**src/rtl/vga_dec_pkg.sv**
```systemverilog
`default_nettype none
//==============================================================================
// Package : vga_dec_pkg
// Brief   : Shared types and constants for the VGA sync decoder.
// Rev     : 1.0  initial release
//==============================================================================
package vga_dec_pkg;

    localparam int               c_CNT_W      = 12;
    localparam logic [c_CNT_W-1:0] c_WDOG_LIMIT = 12'd4095;
    localparam logic [15:0]      c_CRC_POLY   = 16'h1021;
    localparam logic [15:0]      c_CRC_INIT   = 16'hFFFF;

    typedef enum logic [1:0] {
        ST_UNLOCKED = 2'd0,
        ST_ACQUIRE  = 2'd1,
        ST_LOCKED   = 2'd2
    } dec_state_t;

    // CRC-16-CCITT over one byte, MSB first
    function automatic logic [15:0] crc16_byte(input logic [15:0] crc, input logic [7:0] data);
        logic [15:0] c;
        c = crc;
        for (int i = 7; i >= 0; i--) begin
            if (c[15] ^ data[i]) c = {c[14:0], 1'b0} ^ c_CRC_POLY;
            else                 c = {c[14:0], 1'b0};
        end
        return c;
    endfunction

endpackage
`default_nettype wire

```
**src/rtl/vga_sync_decoder_if.sv**
```systemverilog
`default_nettype none
//==============================================================================
// Interface : vga_sync_decoder_if
// Brief     : VGA input stream and recovered pixel/geometry outputs.
// Rev       : 1.0  initial release
//==============================================================================
interface vga_sync_decoder_if;
    import vga_dec_pkg::*;

    logic               VGA_HS;
    logic               VGA_VS;
    logic [7:0]         VGA_COLOUR;
    logic               PIX_VALID;
    logic [9:0]         PIX_X;
    logic [9:0]         PIX_Y;
    logic [7:0]         PIX_COLOUR;
    logic               FRAME_START;
    logic [c_CNT_W-1:0] LINE_TOTAL;
    logic [c_CNT_W-1:0] FRAME_LINES;
    logic               LOCKED;
    logic               SYNC_ERR;
    logic [15:0]        FRAME_CRC;

    modport master (
        output VGA_HS, VGA_VS, VGA_COLOUR,
        input  PIX_VALID, PIX_X, PIX_Y, PIX_COLOUR, FRAME_START,
               LINE_TOTAL, FRAME_LINES, LOCKED, SYNC_ERR, FRAME_CRC
    );

    modport slave (
        input  VGA_HS, VGA_VS, VGA_COLOUR,
        output PIX_VALID, PIX_X, PIX_Y, PIX_COLOUR, FRAME_START,
               LINE_TOTAL, FRAME_LINES, LOCKED, SYNC_ERR, FRAME_CRC
    );
endinterface
`default_nettype wire

```
**src/rtl/vga_dec_sync_edge.sv**
```systemverilog
`default_nettype none
//==============================================================================
// Module : vga_dec_sync_edge
// Brief  : 2-FF synchroniser with leading/trailing edge detect for a sync pin.
// Rev    : 1.0  initial release
//==============================================================================
module vga_dec_sync_edge
    import vga_dec_pkg::*;
#(
    parameter bit SYNC_POL = 1'b0
) (
    input  wire  CLK,
    input  wire  RESET,
    input  wire  i_sig,
    output logic o_lead,
    output logic o_trail
);

    logic r_meta;
    logic r_sync;
    logic r_prev;

    // Resetting to the idle level keeps reset release from faking an edge
    always_ff @(posedge CLK or posedge RESET) begin
        if (RESET) begin
            r_meta <= ~SYNC_POL;
            r_sync <= ~SYNC_POL;
            r_prev <= ~SYNC_POL;
        end else begin
            r_meta <= i_sig;
            r_sync <= r_meta;
            r_prev <= r_sync;
        end
    end

    assign o_lead  = (r_sync == SYNC_POL) && (r_prev != SYNC_POL);
    assign o_trail = (r_sync != SYNC_POL) && (r_prev == SYNC_POL);

endmodule
`default_nettype wire

```
**src/rtl/vga_sync_decoder.sv**
```systemverilog
`default_nettype none
//==============================================================================
// Module : vga_sync_decoder
// Brief  : Recovers pixel coordinates, strobe and frame geometry from VGA sync.
// Config : define VGA_DEC_CRC_EN to build the per-frame CRC-16 of active pixels.
// Rev    : 1.0  initial release
//==============================================================================
module vga_sync_decoder
    import vga_dec_pkg::*;
#(
    parameter int CLK_PER_PIXEL = 2,
    parameter int H_ACTIVE      = 640,
    parameter int H_BACK_PORCH  = 48,
    parameter int V_ACTIVE      = 480,
    parameter int V_BACK_PORCH  = 33,
    parameter bit SYNC_POL      = 1'b0
) (
    input wire                CLK,
    input wire                RESET,
    vga_sync_decoder_if.slave bus
);

    localparam logic [c_CNT_W-1:0] c_PH_LAST = c_CNT_W'(CLK_PER_PIXEL - 1);
    localparam logic [c_CNT_W-1:0] c_H_LO    = c_CNT_W'(H_BACK_PORCH);
    localparam logic [c_CNT_W-1:0] c_H_HI    = c_CNT_W'(H_BACK_PORCH + H_ACTIVE);
    localparam logic [c_CNT_W-1:0] c_V_LO    = c_CNT_W'(V_BACK_PORCH);
    localparam logic [c_CNT_W-1:0] c_V_HI    = c_CNT_W'(V_BACK_PORCH + V_ACTIVE);

    logic w_hs_lead, w_hs_trail, w_vs_lead, w_vs_trail;
    logic [7:0] r_col_d1, r_col_d2;
    logic [c_CNT_W-1:0] r_phase, r_hpos, r_vpos, r_line_cnt, r_fl_cnt;
    logic [c_CNT_W-1:0] w_phase_cur, w_hpos_cur, w_total_new, w_lines_new, w_x_full, w_y_full;
    logic w_tick, w_h_act, w_v_act, w_wdog, w_match, w_pix_valid, w_locked, w_lock_lost;
    dec_state_t r_state, w_state_nxt;

    logic               r_pix_valid, r_frame_start, r_sync_err;
    logic [9:0]         r_pix_x, r_pix_y;
    logic [7:0]         r_pix_col;
    logic [c_CNT_W-1:0] r_line_total, r_frame_lines, r_ref_total;

    vga_dec_sync_edge #(.SYNC_POL(SYNC_POL)) u_hs_edge (
        .CLK(CLK), .RESET(RESET), .i_sig(bus.VGA_HS), .o_lead(w_hs_lead), .o_trail(w_hs_trail)
    );

    vga_dec_sync_edge #(.SYNC_POL(SYNC_POL)) u_vs_edge (
        .CLK(CLK), .RESET(RESET), .i_sig(bus.VGA_VS), .o_lead(w_vs_lead), .o_trail(w_vs_trail)
    );

    always_ff @(posedge CLK or posedge RESET) begin
        if (RESET) begin
            r_col_d1 <= '0;
            r_col_d2 <= '0;
        end else begin
            r_col_d1 <= bus.VGA_COLOUR;
            r_col_d2 <= r_col_d1;
        end
    end

    // The HS trailing-edge cycle is phase 0 of back-porch pixel 0
    always_comb begin
        w_phase_cur = w_hs_trail ? '0 : r_phase;
        w_hpos_cur  = w_hs_trail ? '0 : r_hpos;
        w_tick      = (w_phase_cur == c_PH_LAST);
        w_h_act     = (w_hpos_cur >= c_H_LO) && (w_hpos_cur < c_H_HI);
        w_v_act     = (r_vpos >= c_V_LO) && (r_vpos < c_V_HI);
        w_wdog      = (r_line_cnt == c_WDOG_LIMIT) && !w_hs_lead;
        w_pix_valid = w_tick && w_h_act && w_v_act && w_locked;
        w_x_full    = w_hpos_cur - c_H_LO;
        w_y_full    = r_vpos - c_V_LO;
        w_total_new = w_hs_lead ? r_line_cnt : r_line_total;
        w_lines_new = r_fl_cnt + (w_hs_lead ? 12'd1 : 12'd0);
        w_match     = (w_total_new == r_ref_total) && (w_lines_new == r_frame_lines);
    end

    always_ff @(posedge CLK or posedge RESET) begin
        if (RESET) begin
            r_phase    <= '0;
            r_hpos     <= '0;
            r_vpos     <= '0;
            r_line_cnt <= '0;
            r_fl_cnt   <= '0;
        end else if (w_wdog) begin
            r_phase    <= '0;
            r_hpos     <= '0;
            r_vpos     <= '0;
            r_line_cnt <= '0;
            r_fl_cnt   <= '0;
        end else begin
            r_phase <= w_tick ? '0 : w_phase_cur + 1'b1;
            // hpos saturates so a lost HS can never wrap back into the active window
            r_hpos  <= (w_tick && (w_hpos_cur != '1)) ? w_hpos_cur + 1'b1 : w_hpos_cur;
            if (w_vs_trail)                      r_vpos <= '0;
            else if (w_hs_lead && r_vpos != '1)  r_vpos <= r_vpos + 1'b1;
            if (w_hs_lead)   r_line_cnt <= w_tick ? 12'd1 : 12'd0;
            else if (w_tick) r_line_cnt <= r_line_cnt + 1'b1;
            if (w_vs_lead)      r_fl_cnt <= '0;
            else if (w_hs_lead) r_fl_cnt <= r_fl_cnt + 1'b1;
        end
    end

    always_ff @(posedge CLK or posedge RESET) begin
        if (RESET) r_state <= ST_UNLOCKED;
        else       r_state <= w_state_nxt;
    end

    always_comb begin
        w_state_nxt = r_state;
        if (w_wdog) begin
            w_state_nxt = ST_UNLOCKED;
        end else if (w_vs_lead) begin
            case (r_state)
                ST_UNLOCKED: w_state_nxt = ST_ACQUIRE;
                ST_ACQUIRE:  w_state_nxt = w_match ? ST_LOCKED : ST_ACQUIRE;
                ST_LOCKED:   w_state_nxt = w_match ? ST_LOCKED : ST_ACQUIRE;
                default:     w_state_nxt = ST_UNLOCKED;
            endcase
        end
    end

    always_comb begin
        w_locked    = (r_state == ST_LOCKED);
        w_lock_lost = w_locked && (w_wdog || (w_vs_lead && !w_match));
    end

    always_ff @(posedge CLK or posedge RESET) begin
        if (RESET) begin
            r_pix_valid   <= 1'b0;
            r_pix_x       <= '0;
            r_pix_y       <= '0;
            r_pix_col     <= '0;
            r_frame_start <= 1'b0;
            r_sync_err    <= 1'b0;
            r_line_total  <= '0;
            r_frame_lines <= '0;
            r_ref_total   <= '0;
        end else begin
            r_pix_valid   <= w_pix_valid;
            r_frame_start <= w_vs_lead;
            r_sync_err    <= w_lock_lost;
            if (w_pix_valid) begin
                r_pix_x   <= w_x_full[9:0];
                r_pix_y   <= w_y_full[9:0];
                r_pix_col <= r_col_d2;
            end
            if (w_hs_lead) r_line_total <= r_line_cnt;
            if (w_vs_lead) begin
                r_frame_lines <= w_lines_new;
                r_ref_total   <= w_total_new;
            end
        end
    end

    assign bus.PIX_VALID   = r_pix_valid;
    assign bus.PIX_X       = r_pix_x;
    assign bus.PIX_Y       = r_pix_y;
    assign bus.PIX_COLOUR  = r_pix_col;
    assign bus.FRAME_START = r_frame_start;
    assign bus.SYNC_ERR    = r_sync_err;
    assign bus.LINE_TOTAL  = r_line_total;
    assign bus.FRAME_LINES = r_frame_lines;
    assign bus.LOCKED      = w_locked;

`ifdef VGA_DEC_CRC_EN
    logic [15:0] r_crc, r_frame_crc;

    always_ff @(posedge CLK or posedge RESET) begin
        if (RESET) begin
            r_crc       <= c_CRC_INIT;
            r_frame_crc <= '0;
        end else if (w_vs_lead) begin
            r_frame_crc <= r_crc;
            r_crc       <= c_CRC_INIT;
        end else if (w_pix_valid) begin
            r_crc <= crc16_byte(r_crc, r_col_d2);
        end
    end

    assign bus.FRAME_CRC = r_frame_crc;
`else
    assign bus.FRAME_CRC = 16'h0000;
`endif

endmodule
`default_nettype wire
```
**src/flat_wrapper.sv**
```systemverilog
// flat-port wrapper written by rule: the top's interface ports become plain ports
module vga_sync_decoder_flat import vga_dec_pkg::*;
#(
    parameter int CLK_PER_PIXEL = 2,
    parameter int H_ACTIVE      = 640,
    parameter int H_BACK_PORCH  = 48,
    parameter int V_ACTIVE      = 480,
    parameter int V_BACK_PORCH  = 33,
    parameter bit SYNC_POL      = 1'b0
)
  (CLK, RESET, bus_VGA_HS, bus_VGA_VS, bus_VGA_COLOUR, bus_PIX_VALID, bus_PIX_X, bus_PIX_Y, bus_PIX_COLOUR, bus_FRAME_START, bus_LINE_TOTAL, bus_FRAME_LINES, bus_LOCKED, bus_SYNC_ERR, bus_FRAME_CRC);
  vga_sync_decoder_if bus_i ();
  input wire CLK;
  input wire RESET;
  input wire logic [$bits(bus_i.VGA_HS)-1:0] bus_VGA_HS;
  input wire logic [$bits(bus_i.VGA_VS)-1:0] bus_VGA_VS;
  input wire logic [$bits(bus_i.VGA_COLOUR)-1:0] bus_VGA_COLOUR;
  output wire logic [$bits(bus_i.PIX_VALID)-1:0] bus_PIX_VALID;
  output wire logic [$bits(bus_i.PIX_X)-1:0] bus_PIX_X;
  output wire logic [$bits(bus_i.PIX_Y)-1:0] bus_PIX_Y;
  output wire logic [$bits(bus_i.PIX_COLOUR)-1:0] bus_PIX_COLOUR;
  output wire logic [$bits(bus_i.FRAME_START)-1:0] bus_FRAME_START;
  output wire logic [$bits(bus_i.LINE_TOTAL)-1:0] bus_LINE_TOTAL;
  output wire logic [$bits(bus_i.FRAME_LINES)-1:0] bus_FRAME_LINES;
  output wire logic [$bits(bus_i.LOCKED)-1:0] bus_LOCKED;
  output wire logic [$bits(bus_i.SYNC_ERR)-1:0] bus_SYNC_ERR;
  output wire logic [$bits(bus_i.FRAME_CRC)-1:0] bus_FRAME_CRC;
  assign bus_i.VGA_HS = bus_VGA_HS;
  assign bus_i.VGA_VS = bus_VGA_VS;
  assign bus_i.VGA_COLOUR = bus_VGA_COLOUR;
  assign bus_PIX_VALID = bus_i.PIX_VALID;
  assign bus_PIX_X = bus_i.PIX_X;
  assign bus_PIX_Y = bus_i.PIX_Y;
  assign bus_PIX_COLOUR = bus_i.PIX_COLOUR;
  assign bus_FRAME_START = bus_i.FRAME_START;
  assign bus_LINE_TOTAL = bus_i.LINE_TOTAL;
  assign bus_FRAME_LINES = bus_i.FRAME_LINES;
  assign bus_LOCKED = bus_i.LOCKED;
  assign bus_SYNC_ERR = bus_i.SYNC_ERR;
  assign bus_FRAME_CRC = bus_i.FRAME_CRC;
  vga_sync_decoder #(.CLK_PER_PIXEL(CLK_PER_PIXEL), .H_ACTIVE(H_ACTIVE), .H_BACK_PORCH(H_BACK_PORCH), .V_ACTIVE(V_ACTIVE), .V_BACK_PORCH(V_BACK_PORCH), .SYNC_POL(SYNC_POL)) u_core (.CLK(CLK), .RESET(RESET), .bus(bus_i));
endmodule
```
**config.mk**
```make
export PLATFORM = sky130hd
export DESIGN_NAME = vga_sync_decoder_flat
export DESIGN_NICKNAME = d
export VERILOG_FILES = /design/src/rtl/vga_dec_pkg.sv /design/src/rtl/vga_sync_decoder_if.sv /design/src/rtl/vga_dec_sync_edge.sv /design/src/rtl/vga_sync_decoder.sv /design/src/flat_wrapper.sv
export SDC_FILE = /design/constraint.sdc
export NUM_CORES = 1
export LEC_CHECK = 0
export ABC_AREA = 1
export CAP_MARGIN = 20
export CORE_AREA = 2 2 136 138
export CTS_CLUSTER_SIZE = 12
export DETAILED_ROUTE_END_ITERATION = 8
export DIE_AREA = 0 0 138 140
export PLACE_DENSITY = 0.74
export SYNTH_ARGS = -nofsm -noshare
export SYNTH_HDL_FRONTEND = slang
export SYNTH_SLANG_ARGS = --single-unit
```
**constraint.sdc**
```tcl
create_clock -name CLK -period 6.8 [get_ports CLK]
set_input_delay 0.68 -clock CLK [delete_from_list [all_inputs] [get_ports CLK]]
set_output_delay 0.68 -clock CLK [all_outputs]
set_load 0.02 [all_outputs]
```
* Yosys cells after proc, flatten, opt, wreduce, memory -nomap -nowiden
Cells that the tools add are included.
Operators by class: add/subtract/negate cells 8, $lt $le $gt $ge 4, equal/unequal tests 8, multiplexer cells 22, bitwise logic cells 4, reduce and logical (&&, ||, !) cells 24
Operators by type and width (count):
- two-way mux 12 bit | 16
- adder 12 x 1 -> 12 bit (second input constant) | 5
- == test 12 bit | 2
- >= comparator 12 x 6 -> 1 bit (second input constant) | 2
- less-than comparator 12 x 10 -> 1 bit (second input constant) | 2
- != test 12 bit (second input constant) | 2
- subtractor 10 x 6 -> 10 bit (second input constant) | 2
- logical AND 1 bit | 15
- adder 12 bit | 1
- == test 12 x 1 -> 1 bit (second input constant) | 1
- == test 12 bit (second input constant) | 1
- nonzero test 3 bit | 3
- two-way mux 2 bit | 3
- NOT 1 bit | 4
- case mux 2 bit (2 select lines) | 1
- == test 2 x 1 -> 1 bit (second input constant) | 1
- == test 2 bit (second input constant) | 1
- zero test 1 bit | 2
- zero test 2 bit | 1
- two-way mux 1 bit | 2
- nonzero test 2 bit | 1
- OR reduction 2 bit | 1
- logical OR 1 bit | 1
Word-level totals: register bits 151, input bits 12, output and inout port bits 72, logic and storage cells 93

* Longest topological paths before layout
depth in word-level cells 10, mapped depth 19, mapped depth without buffers 18

* Hierarchy
From an unflattened synthesis, not the netlist that was laid out.
Unflattened totals: cells, all modules 944, area, all modules 7682.4 um^2
Modules (own cells, without submodules):
- vga_sync_decoder | instances 1, cells each 928, area each 7487.2 um^2, sequential area each 3628.5 um^2
- vga_dec_sync_edge | instances 2, cells each 8, area each 97.6 um^2, sequential area each 78.8 um^2

* Least setup slack after synthesis
No wires, ideal clock.
path kind register to register, from register u_core.u_hs_edge.r_prev, to register u_core.r_state[0], library setup time 0.116 ns, data arrival time 2.211 ns, required time 6.684 ns, setup slack 4.473 ns, cell stages (with the launch flop) 20, path buffers 1, period minus slack after synthesis 2.327 ns, cell sequence dfstp_2 -> buf_6 -> inv_4 -> nor2_2 -> ha_1 -> nand2_1 -> nor2_1 -> nand2_1 -> nand2_1 -> nand2_1 -> nand2_1 -> nand2_1 -> nor2_1 -> nand2_1 -> nor2_1 -> nand2_1 -> nand2_1 -> nand2_1 -> nand2_1 -> nand2_1
On the way: longest elaborated chain between the ends 9, elaborated cells between the ends (all ways) 14, those cells by class add/sub: 1; eq/ne: 2; mux: 6; reduce/logical: 5
RTL lines:
- from (decl) | line vga_dec_sync_edge.sv:21 | logic r_prev;
- from (signal assigned) | line vga_dec_sync_edge.sv:28 | r_prev <= ~SYNC_POL;
- from (signal assigned) | line vga_dec_sync_edge.sv:32 | r_prev <= r_sync;
- logical AND 1 bit * | line vga_dec_sync_edge.sv:36 | assign o_lead = (r_sync == SYNC_POL) && (r_prev != SYNC_POL);
- two-way mux 1 bit | line vga_sync_decoder.sv:71 | w_lines_new = r_fl_cnt + (w_hs_lead ? 12'd1 : 12'd0);
- adder 12 bit | line vga_sync_decoder.sv:71
- == test 12 bit | line vga_sync_decoder.sv:72 | w_match = (w_total_new == r_ref_total) && (w_lines_new == r_frame_lines);
- logical AND 1 bit | line vga_sync_decoder.sv:72
- two-way mux 2 bit | line vga_sync_decoder.sv:113, vga_sync_decoder.sv:114
- case mux 2 bit (2 select lines) | line vga_sync_decoder.sv:111 | case (r_state)
- two-way mux 2 bit | line vga_sync_decoder.sv:110 | end else if (w_vs_lead) begin
- two-way mux 2 bit | line vga_sync_decoder.sv:108 | if (w_wdog) begin
- to (signal assigned) | line vga_sync_decoder.sv:103 | else r_state <= w_state_nxt;
- to (decl) | line vga_sync_decoder.sv:34 | dec_state_t r_state, w_state_nxt;
Mark *: on every way between the ends. The rest lies on a longest branch, timed or not. The select of a mux whose other input is x is not followed. A chain may end at the register's enable or synchronous reset.

* Worst setup path in the final report
from register u_core.u_hs_edge.r_prev, to register u_core.r_pix_col[4], in the netlist u_core.bus.PIX_COLOUR[4]
On the way: longest elaborated chain between the ends 8, elaborated cells between the ends (all ways) 11, those cells by class order compare: 2; eq/ne: 1; mux: 2; bitwise: 1; reduce/logical: 5
RTL lines:
- NOT 1 bit * | line vga_dec_sync_edge.sv:37 | assign o_trail = (r_sync != SYNC_POL) && (r_prev == SYNC_POL);
- logical AND 1 bit * | line vga_dec_sync_edge.sv:37
- two-way mux 12 bit | line vga_sync_decoder.sv:62 | w_hpos_cur = w_hs_trail ? '0 : r_hpos;
- >= comparator 12 x 6 -> 1 bit or less-than comparator 12 x 10 -> 1 bit (tied branches) | line vga_sync_decoder.sv:64 | w_h_act = (w_hpos_cur >= c_H_LO) && (w_hpos_cur < c_H_HI);
- logical AND 1 bit | line vga_sync_decoder.sv:64
- logical AND 1 bit * (3 in a row) | line vga_sync_decoder.sv:67 | w_pix_valid = w_tick && w_h_act && w_v_act && w_locked;
- to (signal assigned) | line vga_sync_decoder.sv:143 | r_pix_col <= r_col_d2;
- to (decl) | line vga_sync_decoder.sv:38 | logic [7:0] r_pix_col;
Mark *: on every way between the ends. The rest lies on a longest branch, timed or not.

==> run summary <==
status: completed
crit share post-route: 0.539
drt initial violations: 373
hold slack final: 0.351 ns
final wirelength: 17,100 um
initial antenna violation count: 0
GPL Wtd Cong: 0.885
Post-CTS Hold Fix Bufs: 0
Seq/Total Area, Yosys: 0.478
WL per Instance: 13.1 um
critical path type: register to register
fin. max-slew vios: 0
largest stage delay on the critical path: 0.71 ns
Sink Count: 151
hold path startpoint: u_core.r_col_d1[6]
Nets: 1,090
worst min path class: register to register
final hold vios: 0
total core area: 0.0178 sq mm
global router's overall resource usage: 0.185
Mean Syn Cell Area: 7.90 sq um
RSZ-0062 raised after global routing: no
pin count of the biggest net entering global routing: 83
vias in the first global route: 6,211
WHS Path Cells: 0
fin crit period: 3.67 ns
ranking of synthesized cells by area: dfrtp_1 46%, nand2_1 14%, inv_1 5.3%, nand3_1 5.1%, nor2_1 4.3%
Mapped Area: 0.00793 sq mm
Rows: 49
Routed Antenna Nets: 0
I/O Buffers: 67
endpoints failing setup: 0
Primary FF master, synth: dfrtp_1
root buffer cell: clkbuf_16
most frequent CP cell: nand2_1
Worst-path clk slew: 0.06 ns
Clock Skews: 0.00770 ns
Fmax achieved: 273 MHz
Worst R2R Path Depth: 13
num ports: 84
Antenna Cells: 0
drt via density: 5.02
fraction of layout cells with a size suffix above 1: 0.0734
Yosys reg bits: 151
worst slew pin tran: 0.850 ns
CTS H-tree lvls: 4
Reg2Reg Capture Point: u_core.bus.PIX_COLOUR[4]
Die ar.: 0.0193 sq mm
post-CTS sizing: 0
EDFF count, synth: 0
Worst slew margin: 0.433
total gr overflow: 0
leakage: 4.43 nW
die height: 140 um
via count: 6,549
commonest non-fill, non-tap cell in the layout: nand2_1
CP bufs+invs: 3
worst path required time: 7.16 ns
crit-path max FO: 45
top cell type's share of synthesized area: 0.458
most frequent cells in the layout: 287 x nand2_1, 145 x dfrtp_1, 110 x inv_1, 89 x nor2_1, 80 x nand3_1
Async SR Flop Fraction: 1.00
CP arrival: 4.03 ns
Post-CTS Setup Bufs: 0
crit-path cells: inv_4, nand2_4, inv_2, nor2_1, ha_1, nand2_1, nor3_1, nand2_1, nor2_1, nand3_2, inv_2, nand2_1, nand2_1
VDD IR-drop max: 222 uV
Synth cell types: 45
Synth area leader: dfrtp_1
drt pass-1 iters: 5
CTS tree: yes
Synth Warn #: 0
Crit-path slowest cell: dfstp_2
Cells after Synth: 1,003
clock buffer count from CTS: 17
R2R Path Start: u_core.u_hs_edge.r_prev
Startpoint Class: register
post-route DRC violation count: 0
Setup TNS: 0 ns
CP endpoint kind: register
worst-skew pair later-pin latency: 0.43 ns
hpwl dp: 12,100 um
max cap viols: 0
Worst Hold Path EP: u_core.r_col_d2[6]
PwrDens: 266 mW/mm^2
Die Width: 138 um
R2R setup slack: 3.13 ns
first-pass GRT wire length: 29,800 um
Crit path max-delay family: simple AND/OR/NAND/NOR gates
Area Growth Syn to Fin: 17.2%
clk buf depth: 2
Initial Util: 0.446
## cell families (layout without fill, tap and decap cells)
kind of cell,count (synthesis),count (layout),synth area share
and+or+nand+nor,534,534,0.291
buffers and inverters,162,220,0.0944
DFF,151,151,0.478
AOI/OAI and AO/OA,102,102,0.0701
xor gates and xnor gates,37,37,0.0409
adders and majority gates,15,15,0.0237
other,1,16,0.000473
muxes,1,1,0.00126
## worst register-to-register path, cell delays in order (launching register included)
cell     delay [ns]
dfstp_2        0.71
inv_4          0.07
nand2_4        0.17
inv_2          0.16
nor2_1         0.22
ha_1           0.18
nand2_1        0.05
nor3_1         0.12
nand2_1        0.31
nor2_1         0.27
nand3_2        0.66
inv_2          0.49
nand2_1        0.11
nand2_1        0.07
## cells in the mapped netlist, types with 7 or more instances
master     n
a21oi_1   19
inv_1    111
nand2_1  287
nand4_1   12
dfrtp_1  145
nor2_1    90
buf_2     13
xor2_1    31
nor3_1    30
nand3_1   80
nand2_2    7
nor2_2     8
o21ai_1   21
o21ai_0   46
buf_4     18
ha_1      15
## power by group
group / switching, mW / internal, mW
registers: 0.0476 / 0.971
logic: 0.316 / 0.153
clock network: 0.397 / 0.585
## worst max path at each step
stage | start | endpoint | slack, ns | cells past startpoint
after floorplan | RESET | u_core.bus.FRAME_LINES[0] | 2.07 | 1
after global placement | u_core.u_hs_edge.r_prev | u_core.bus.PIX_COLOUR[2] | 3.30 | 13
after detailed placement | u_core.u_hs_edge.r_prev | u_core.bus.PIX_Y[6] | 3.16 | 13
after CTS | u_core.u_hs_edge.r_prev | u_core.bus.PIX_COLOUR[4] | 3.13 | 13
after global routing | u_core.u_hs_edge.r_prev | u_core.bus.PIX_COLOUR[2] | 2.68 | 13
final | u_core.u_hs_edge.r_prev | u_core.bus.PIX_COLOUR[4] | 3.13 | 13
## sequential cells by signal, indices dropped and copies added (netlist names), 2 cells and up
name and cells:
u_core.bus.FRAME_LINES 12, u_core.r_col_d2 8, u_core.bus.PIX_Y 10, u_core.r_line_cnt 12, u_core.bus.PIX_COLOUR 8, u_core.r_hpos 12
u_core.bus.LINE_TOTAL 12, u_core.r_fl_cnt 12, u_core.r_vpos 12, u_core.bus.PIX_X 10, u_core.r_ref_total 12, u_core.r_phase 12
u_core.r_col_d1 8, u_core.r_state 2
## through the flow
stage	total power, mW	std cells	util	setup slack [ns]	area (sq um)
2_1_floorplan	1.41	1018	-	2.07	7980
3_3_place_gp	1.49	1273	0.488	3.30	8670
3_5_place_dp	1.50	1273	0.488	3.16	8670
4_1_cts	2.49	1305	0.523	3.13	9290
5_1_grt	2.60	1305	0.523	2.68	9290
6_report	2.47	1305	0.523	3.13	9290
## layer usage
metal | global-route usage | wire, um | up-vias
li1 | - | - | 3285
met2 | 0.288 | 7810 | 180
met3 | 0.0431 | 983 | 24
met4 | 0.0639 | 267 | 0
met1 | 0.257 | 8060 | 3060
met5 | 0 | 0 | -
## final cells by class
cell class / count / area [sq um]
inverter: 118 / 458
tap: 229 / 287
fill: 1655 / 8490
clock buffer: 17 / 425
multi-input combinational: 705 / 3450
clock inverter: 15 / 193
sequential: 151 / 3790
timing repair buffer: 70 / 693
No activity file was read; power rests on OpenSTA's default activity.
